[config.mk]
export PLATFORM = sky130hd
export DESIGN_NAME = multicycle_controller
export DESIGN_NICKNAME = d
export VERILOG_FILES = /design/src/rtl/multicycle_pkg.sv /design/src/rtl/aludec.sv /design/src/rtl/mainfsm.sv /design/src/rtl/multicycle_controller.sv
export SDC_FILE = /design/constraint.sdc
export NUM_CORES = 1
export LEC_CHECK = 0
export ABC_AREA = 1
export CORE_UTILIZATION = 39
export DETAILED_ROUTE_END_ITERATION = 16
export PLACE_DENSITY = 0.88
export SYNTH_ARGS = -nofsm -noshare
export SYNTH_HDL_FRONTEND = slang
export SYNTH_SLANG_ARGS = --single-unit
[constraint.sdc]
create_clock -name clk -period 1.27 [get_ports clk]
set_input_delay 0.254 -clock clk [delete_from_list [all_inputs] [get_ports clk]]
set_output_delay 0.254 -clock clk [all_outputs]
set_load 0.05 [all_outputs]
[src/rtl/multicycle_pkg.sv]
// Shared types and encodings for the multicycle RV32I control unit.
// Holds the FSM state enum, opcodes, datapath mux selects, ALU codes
// (also used by the ALU) and the control bundle driven by the main FSM.
package multicycle_pkg;

  localparam int unsigned OP_W     = 7;
  localparam int unsigned F3_W     = 3;
  localparam int unsigned ALUOP_W  = 2;
  localparam int unsigned SEL_W    = 2;
  localparam int unsigned IMM_W    = 3;
  localparam int unsigned ALUCTL_W = 4;

  typedef enum logic [3:0] {
    FETCH, DECODE, MEMADR, MEMREAD, MEMWB, MEMWRITE,
    EXECR, EXECI, LUI, AUIPC, JAL, ALUWB, BRANCH
  } state_t;

  // Opcodes
  localparam logic [OP_W-1:0] OP_LOAD   = 7'b0000011;
  localparam logic [OP_W-1:0] OP_STORE  = 7'b0100011;
  localparam logic [OP_W-1:0] OP_RTYPE  = 7'b0110011;
  localparam logic [OP_W-1:0] OP_ITYPE  = 7'b0010011;
  localparam logic [OP_W-1:0] OP_BRANCH = 7'b1100011;
  localparam logic [OP_W-1:0] OP_JAL    = 7'b1101111;
  localparam logic [OP_W-1:0] OP_LUI    = 7'b0110111;
  localparam logic [OP_W-1:0] OP_AUIPC  = 7'b0010111;

  // ALUOp
  localparam logic [ALUOP_W-1:0] ALUOP_ADD   = 2'b00;
  localparam logic [ALUOP_W-1:0] ALUOP_SUB   = 2'b01;
  localparam logic [ALUOP_W-1:0] ALUOP_FUNCT = 2'b10;

  // ALUSrcA
  localparam logic [SEL_W-1:0] SRCA_PC    = 2'b00;
  localparam logic [SEL_W-1:0] SRCA_OLDPC = 2'b01;
  localparam logic [SEL_W-1:0] SRCA_A     = 2'b10;
  localparam logic [SEL_W-1:0] SRCA_ZERO  = 2'b11;

  // ALUSrcB
  localparam logic [SEL_W-1:0] SRCB_REG  = 2'b00;
  localparam logic [SEL_W-1:0] SRCB_IMM  = 2'b01;
  localparam logic [SEL_W-1:0] SRCB_FOUR = 2'b10;

  // ResultSrc
  localparam logic [SEL_W-1:0] RES_ALUOUT    = 2'b00;
  localparam logic [SEL_W-1:0] RES_DATA      = 2'b01;
  localparam logic [SEL_W-1:0] RES_ALURESULT = 2'b10;

  // ImmSrc
  localparam logic [IMM_W-1:0] IMM_I = 3'b000;
  localparam logic [IMM_W-1:0] IMM_S = 3'b001;
  localparam logic [IMM_W-1:0] IMM_B = 3'b010;
  localparam logic [IMM_W-1:0] IMM_J = 3'b011;
  localparam logic [IMM_W-1:0] IMM_U = 3'b100;

  // ALUControl
  localparam logic [ALUCTL_W-1:0] ALU_ADD  = 4'b0000;
  localparam logic [ALUCTL_W-1:0] ALU_SUB  = 4'b0001;
  localparam logic [ALUCTL_W-1:0] ALU_AND  = 4'b0010;
  localparam logic [ALUCTL_W-1:0] ALU_OR   = 4'b0011;
  localparam logic [ALUCTL_W-1:0] ALU_XOR  = 4'b0100;
  localparam logic [ALUCTL_W-1:0] ALU_SLT  = 4'b0101;
  localparam logic [ALUCTL_W-1:0] ALU_SLL  = 4'b0110;
  localparam logic [ALUCTL_W-1:0] ALU_SRA  = 4'b0111;
  localparam logic [ALUCTL_W-1:0] ALU_SRL  = 4'b1000;
  localparam logic [ALUCTL_W-1:0] ALU_SLTU = 4'b1001;

  // Per-state control bundle produced by the main FSM
  typedef struct packed {
    logic              pc_update;
    logic              branch;
    logic              adr_src;
    logic              mem_write;
    logic              ir_write;
    logic              reg_write;
    logic [SEL_W-1:0]  result_src;
    logic [SEL_W-1:0]  alu_src_a;
    logic [SEL_W-1:0]  alu_src_b;
    logic [ALUOP_W-1:0] alu_op;
  } fsm_ctl_t;

endpackage

[src/rtl/aludec.sv]
// ALU decoder shared with the single-cycle core.
// Ports: opb5 (op[5]), funct3, funct7b5, ALUOp in; ALUControl out.
module aludec
  import multicycle_pkg::*;
(
  input  logic                opb5,
  input  logic [F3_W-1:0]     funct3,
  input  logic                funct7b5,
  input  logic [ALUOP_W-1:0]  ALUOp,
  output logic [ALUCTL_W-1:0] ALUControl
);

  logic rtype_sub;

  // Only R-type (op[5]=1) with funct7b5 subtracts; addi ignores funct7b5
  assign rtype_sub = opb5 & funct7b5;

  always_comb begin
    ALUControl = ALU_ADD;
    case (ALUOp)
      ALUOP_ADD: ALUControl = ALU_ADD;
      ALUOP_SUB: ALUControl = ALU_SUB;
      default: begin
        case (funct3)
          3'b000:  ALUControl = rtype_sub ? ALU_SUB : ALU_ADD;
          3'b001:  ALUControl = ALU_SLL;
          3'b010:  ALUControl = ALU_SLT;
          3'b011:  ALUControl = ALU_SLTU;
          3'b100:  ALUControl = ALU_XOR;
          3'b101:  ALUControl = funct7b5 ? ALU_SRA : ALU_SRL;
          3'b110:  ALUControl = ALU_OR;
          default: ALUControl = ALU_AND;
        endcase
      end
    endcase
  end

endmodule

[src/rtl/mainfsm.sv]
// Main sequencing FSM of the multicycle core (Moore).
// Ports: clk, reset (sync, active-low), op in; ctl (per-state control bundle) out.
// While reset is low the FETCH decode is shown with all write enables cleared.
module mainfsm
  import multicycle_pkg::*;
(
  input  logic            clk,
  input  logic            reset,
  input  logic [OP_W-1:0] op,
  output fsm_ctl_t        ctl
);

  state_t state_q, state_d, dec_state;

  // State register
  always_ff @(posedge clk) begin
    if (!reset) state_q <= FETCH;
    else        state_q <= state_d;
  end

  // Next state and per-state control decode
  always_comb begin
    state_d   = FETCH;
    dec_state = reset ? state_q : FETCH;
    ctl       = '0;

    case (state_q)
      FETCH:  state_d = DECODE;
      DECODE: begin
        case (op)
          OP_LOAD, OP_STORE: state_d = MEMADR;
          OP_RTYPE:          state_d = EXECR;
          OP_ITYPE:          state_d = EXECI;
          OP_BRANCH:         state_d = BRANCH;
          OP_JAL:            state_d = JAL;
          OP_LUI:            state_d = LUI;
          OP_AUIPC:          state_d = AUIPC;
          default:           state_d = FETCH;  // illegal op is skipped
        endcase
      end
      MEMADR:  state_d = op[5] ? MEMWRITE : MEMREAD;
      MEMREAD: state_d = MEMWB;
      EXECR, EXECI, LUI, AUIPC, JAL: state_d = ALUWB;
      default: state_d = FETCH;
    endcase

    case (dec_state)
      FETCH: begin
        ctl.ir_write   = 1'b1;
        ctl.alu_src_a  = SRCA_PC;
        ctl.alu_src_b  = SRCB_FOUR;
        ctl.alu_op     = ALUOP_ADD;
        ctl.result_src = RES_ALURESULT;
        ctl.pc_update  = 1'b1;
      end
      DECODE: begin
        ctl.alu_src_a = SRCA_OLDPC;
        ctl.alu_src_b = SRCB_IMM;
      end
      MEMADR, EXECI: begin
        ctl.alu_src_a = SRCA_A;
        ctl.alu_src_b = SRCB_IMM;
        ctl.alu_op    = (dec_state == EXECI) ? ALUOP_FUNCT : ALUOP_ADD;
      end
      MEMREAD: begin
        ctl.result_src = RES_ALUOUT;
        ctl.adr_src    = 1'b1;
      end
      MEMWB: begin
        ctl.result_src = RES_DATA;
        ctl.reg_write  = 1'b1;
      end
      MEMWRITE: begin
        ctl.result_src = RES_ALUOUT;
        ctl.adr_src    = 1'b1;
        ctl.mem_write  = 1'b1;
      end
      EXECR: begin
        ctl.alu_src_a = SRCA_A;
        ctl.alu_src_b = SRCB_REG;
        ctl.alu_op    = ALUOP_FUNCT;
      end
      LUI: begin
        ctl.alu_src_a = SRCA_ZERO;
        ctl.alu_src_b = SRCB_IMM;
      end
      AUIPC: begin
        ctl.alu_src_a = SRCA_OLDPC;
        ctl.alu_src_b = SRCB_IMM;
      end
      JAL: begin
        ctl.alu_src_a  = SRCA_OLDPC;
        ctl.alu_src_b  = SRCB_FOUR;
        ctl.result_src = RES_ALUOUT;
        ctl.pc_update  = 1'b1;
      end
      ALUWB: begin
        ctl.result_src = RES_ALUOUT;
        ctl.reg_write  = 1'b1;
      end
      BRANCH: begin
        ctl.alu_src_a  = SRCA_A;
        ctl.alu_src_b  = SRCB_REG;
        ctl.alu_op     = ALUOP_SUB;
        ctl.result_src = RES_ALUOUT;
        ctl.branch     = 1'b1;
      end
      default: ctl = '0;
    endcase

    // Reset blocks every architectural write
    if (!reset) begin
      ctl.pc_update = 1'b0;
      ctl.branch    = 1'b0;
      ctl.mem_write = 1'b0;
      ctl.ir_write  = 1'b0;
      ctl.reg_write = 1'b0;
    end
  end

endmodule

[src/rtl/multicycle_controller.sv]
// Control unit of the multicycle RV32I core.
// Ports: clk, reset (sync, active-low), op/funct3/funct7b5 from the IR,
// ALU flags Zero/V/N/C in; datapath enables, mux selects, ImmSrc and
// ALUControl out. All outputs are combinational.
module multicycle_controller
  import multicycle_pkg::*;
(
  input  logic                clk,
  input  logic                reset,
  input  logic [OP_W-1:0]     op,
  input  logic [F3_W-1:0]     funct3,
  input  logic                funct7b5,
  input  logic                Zero,
  input  logic                V,
  input  logic                N,
  input  logic                C,
  output logic                PCWrite,
  output logic                AdrSrc,
  output logic                MemWrite,
  output logic                IRWrite,
  output logic                RegWrite,
  output logic [SEL_W-1:0]    ResultSrc,
  output logic [SEL_W-1:0]    ALUSrcA,
  output logic [SEL_W-1:0]    ALUSrcB,
  output logic [IMM_W-1:0]    ImmSrc,
  output logic [ALUCTL_W-1:0] ALUControl
);

  fsm_ctl_t ctl;
  logic     cond;

  mainfsm u_mainfsm (
    .clk   (clk),
    .reset (reset),
    .op    (op),
    .ctl   (ctl)
  );

  aludec u_aludec (
    .opb5       (op[5]),
    .funct3     (funct3),
    .funct7b5   (funct7b5),
    .ALUOp      (ctl.alu_op),
    .ALUControl (ALUControl)
  );

  // Immediate format depends only on the opcode
  always_comb begin
    ImmSrc = IMM_I;
    case (op)
      OP_STORE:          ImmSrc = IMM_S;
      OP_BRANCH:         ImmSrc = IMM_B;
      OP_JAL:            ImmSrc = IMM_J;
      OP_LUI, OP_AUIPC:  ImmSrc = IMM_U;
      default:           ImmSrc = IMM_I;
    endcase
  end

  // Branch condition from the flags of the rs1 - rs2 subtraction
  always_comb begin
    cond = 1'b0;
    case (funct3)
      3'b000:  cond = Zero;
      3'b001:  cond = ~Zero;
      3'b100:  cond = N ^ V;
      3'b101:  cond = ~(N ^ V);
      3'b110:  cond = ~C;
      3'b111:  cond = C;
      default: cond = 1'b0;
    endcase
  end

  assign PCWrite   = ctl.pc_update | (ctl.branch & cond);
  assign AdrSrc    = ctl.adr_src;
  assign MemWrite  = ctl.mem_write;
  assign IRWrite   = ctl.ir_write;
  assign RegWrite  = ctl.reg_write;
  assign ResultSrc = ctl.result_src;
  assign ALUSrcA   = ctl.alu_src_a;
  assign ALUSrcB   = ctl.alu_src_b;

endmodule
==> flow_summary.yaml, run 1 <==
status:
  failed_stage: "3_5_place_dp"
  run_status: "did not finish"
  toolErrorMsg: "[ERROR DPL-0038] Utilization greater than 100%, impossible to legalize"
synth:
  syn-cell-area_um2: 682
  yosysTopAreaCell: "nand2_1"
  synth_top_family_by_area: "simple AND/OR/NAND/NOR gates"
  synthFlopType: "dfxtp_1"
  synthSimpleGateAreaFrac: 0.543
  synth-adder-area-share: 0
  async_flop_share: 0
  synth_cells: 137
  syn_avg_cell_area_um2: 4.98
  synth_mux_area_frac: 0
  synth_area_leaders: "nand2_1 (21%), nor2_1 (13%), inv_1 (13%)"
  yosysSeqAreaShare: 0.117
  synth_top_area_share: 0.215
  synth_cell_type_count: 21
  synth-edff-count: 0
  yosysWarnings: 0
  syn_nets: 154
  synthXorXnorAreaFrac: 0
  synth-compound-area-share: 0.174
  synth-seq-cells: 4
placed_design:
  numPortBuffers: 34
  gp_congestion: 0.957
floorplanning:
  row_count: 14
  ios: 35
  chipWidth_um: 43.8
  die_y_um: 43.8
  start_util: 0.433
cells in the mapped netlist (all sizes together), types with 2 or more instances:
master,n
a21oi,4
dfxtp,4
inv,28
nand2,40
nand3,14
nor2,28
o2111ai,2
o211ai,2
o21ai,5
o22ai,4
cell families after synthesis:
kind of cell	count (synthesis)
simple gates	85
buf+inv	29
flops	4
compound gates	19
through the flow:
stage	cell area, um^2	std cells
3_3_place_gp	1590	217
2_1_floorplan	822	137
==> inputs of run 2 (changes only) <==
- CORE_AREA: not set -> 2 2 63 65
- CORE_UTILIZATION: 39 -> not set
- DIE_AREA: not set -> 0 0 65 67
- PLACE_DENSITY: 0.88 -> not set
- PLACE_DENSITY_LB_ADDON: not set -> 0.15
==> flow_summary.yaml, run 2 <==
status:
  run_status: "finished with violations"
  violations: "negative setup slack"
synth:
  yosysTopAreaCell: "nand2_1"
  synth-edff-count: 0
  async_flop_share: 0
  synth-compound-area-share: 0.174
  synth_area_leaders: "nand2_1 (21%), nor2_1 (13%), inv_1 (13%)"
  synth.most_common_cell: "nand2_1"
  syn_nets: 154
  yosysWarnings: 0
  synth_mux_area_frac: 0
  syn-cell-area_um2: 682
  synthXorXnorAreaFrac: 0
  synth_cell_type_count: 21
  yosysSeqAreaShare: 0.117
  synthSimpleGateAreaFrac: 0.543
  synth-adder-area-share: 0
  syn_avg_cell_area_um2: 4.98
  synthFlopType: "dfxtp_1"
  synth_top_family_by_area: "simple AND/OR/NAND/NOR gates"
  synth_common_cells: "nand2_1 (39), nor2_1 (24), inv_1 (23)"
  synth_cells: 137
  synth_top_area_share: 0.215
  synth-seq-cells: 4
power_and_ir_drop:
  p_leak_nw: 0.993
  power_density_mw_per_mm2: 450
  finalPower_mw: 0.935
  peakVddDrop_mv: 0.296
routing:
  num_vias: 1233
  firstDrtPassIters: 4
  drtIter0Drc: 30
  wl_per_cell_um: 11.9
  wl_um: 3280
  vias_per_cell: 4.48
  final_antenna_net_count: 0
  drc: 0
finish:
  final_cell_mix: "buf_4 (49), nand2_1 (21), buf_12 (18)"
  largest_register_ffs: 4
  drive_gt1_frac: 0.722
  layout.nets: 246
  reg_top3: "u_mainfsm.state_q (4)"
  insertedDiodeCount: 0
  fin_cells: 275
  stdcell_area_mm2: 0.00208
  largest-register: "u_mainfsm.state_q"
  final_common_cell: "buf_4"
  syn_to_final_growth_pct: 205
clock_tree:
  hold_buffers: 0
  cts_tree: "built"
  clk_latency_ns: 0.22
  root_buffer: "clkbuf_8"
  clk_pin_slew_ns: 0.03
  cts_htree_levels: 1
  cts_made_buffers: 3
  cts_max_path_buffers: 2
  clock_sinks: 4
floorplanning:
  row_count: 22
  die_y_um: 67
  fp.coreArea_mm2: 0.00361
  ios: 35
  dieArea_mm2: 0.00436
  start_util: 0.189
  chipWidth_um: 65
run:
  cap_violations: 0
placed_design:
  gp_congestion: 0.773
  place_area_mm2: 0.00168
  dp_hpwl_um: 2250
  numPortBuffers: 34
  dpl.cell_count: 256
sta:
  fin_tns_setup_ns: -4.15
  rsz0062_at_grt: "yes"
  final-hold-violation-count: 0
  hold_slack_ns: 0.480
  tightest_slew_ns: 0.271
  finalClockSkew_ns: 0.00654
  fmax_ghz: 0.621
  setup_ws_ns: -0.339
  fin_crit_ns: 1.61
  maxSlewViolCount: 0
  finalSetupViolations: 16
  finalCritPeriodShare: 1.27
  relSlewSlack: 0.819
global_routing:
  grt_first_pass_wirelength_um: 5160
  track_usage: 0.150
  grt.overflow.total: 0
  grt_pass1_vias: 1223
  grt_max_degree: 7
  antenna_found_initial: 0
setup_path:
  cp_max_fo: 5
  crit_type: "reg2out"
  crit_required_ns: 1.02
  r2r_start: "u_mainfsm.state_q[1]"
  cp-startpoint: "u_mainfsm.state_q[2]"
  start_kind: "flip-flop"
  crit_arrival_ns: 1.36
  cp-end-kind: "primary output"
min_path:
  min_from: "op[5]"
  min-delay-path-class: "in2reg"
-- run 2: cell counts after synthesis --
Identical to the previous run, type by type.
-- run 2: layer usage --
layer  part of all wire  GRT usage  wire [um]  vias up
met2               0.57      0.298       1860       29
met1               0.38      0.163       1240      580
met3              0.042     0.0186        136        5
met5                  0          0          0        -
met4              0.012     0.0505         38        0
li1                   -          -          -      619
-- run 2: what timing repair did --
action,in CTS,in global routing
cloned,0,0
gates resized for setup,91,38
setup endpoints to repair,22,22
pin swaps,21,11
buffers inserted,9,7
-- run 2: through the flow --
stage	utilization	setup slack, ns
floorplan	-	-0.349
global placement	0.466	-0.596
detailed placement	0.466	-0.627
CTS	0.528	-0.320
global route	0.576	-0.369
finish	0.576	-0.339
-- run 2: where the power goes --
| part | total (mW) | internal (mW) | switching (mW) |
|---|---|---|---|
| logic | 0.528 | 0.256 | 0.272 |
| clock network | 0.268 | 0.202 | 0.0661 |
| registers | 0.139 | 0.127 | 0.0125 |
-- run 2: cell families (layout without fill, tap and decap cells) --
logic type,count (synthesis),count (layout)
AOI/OAI and AO/OA,19,19
buffers and inverters,29,119
DFF,4,4
and+or+nand+nor,85,85
-- run 2: worst max-delay path: stages, from the launching register on --
cell,delay (ns)
dfxtp_4,0.37
nand2_4,0.08
nor2_4,0.10
inv_2,0.09
o211ai_1,0.26
clkbuf_16,0.22
-- run 2: area by class of cell --
type	count	area [um^2]
clock buffers	3	41.3
fillers	326	1530
inverters	28	113
multi-input cells	104	826
flip-flops and latches	4	95.1
well taps	48	60.1
repair buffers	88	943
-- run 2: final timing paths --
kind,endpoint,slack (ns),cells past startpoint
setup / recovery,ALUSrcB[0],-0.34,5
hold reg to reg,u_mainfsm.state_q[2],0.73,3
setup reg to reg,u_mainfsm.state_q[1],-0.03,9
hold / removal,u_mainfsm.state_q[0],0.48,5
Power figures use the tool's default switching activity.
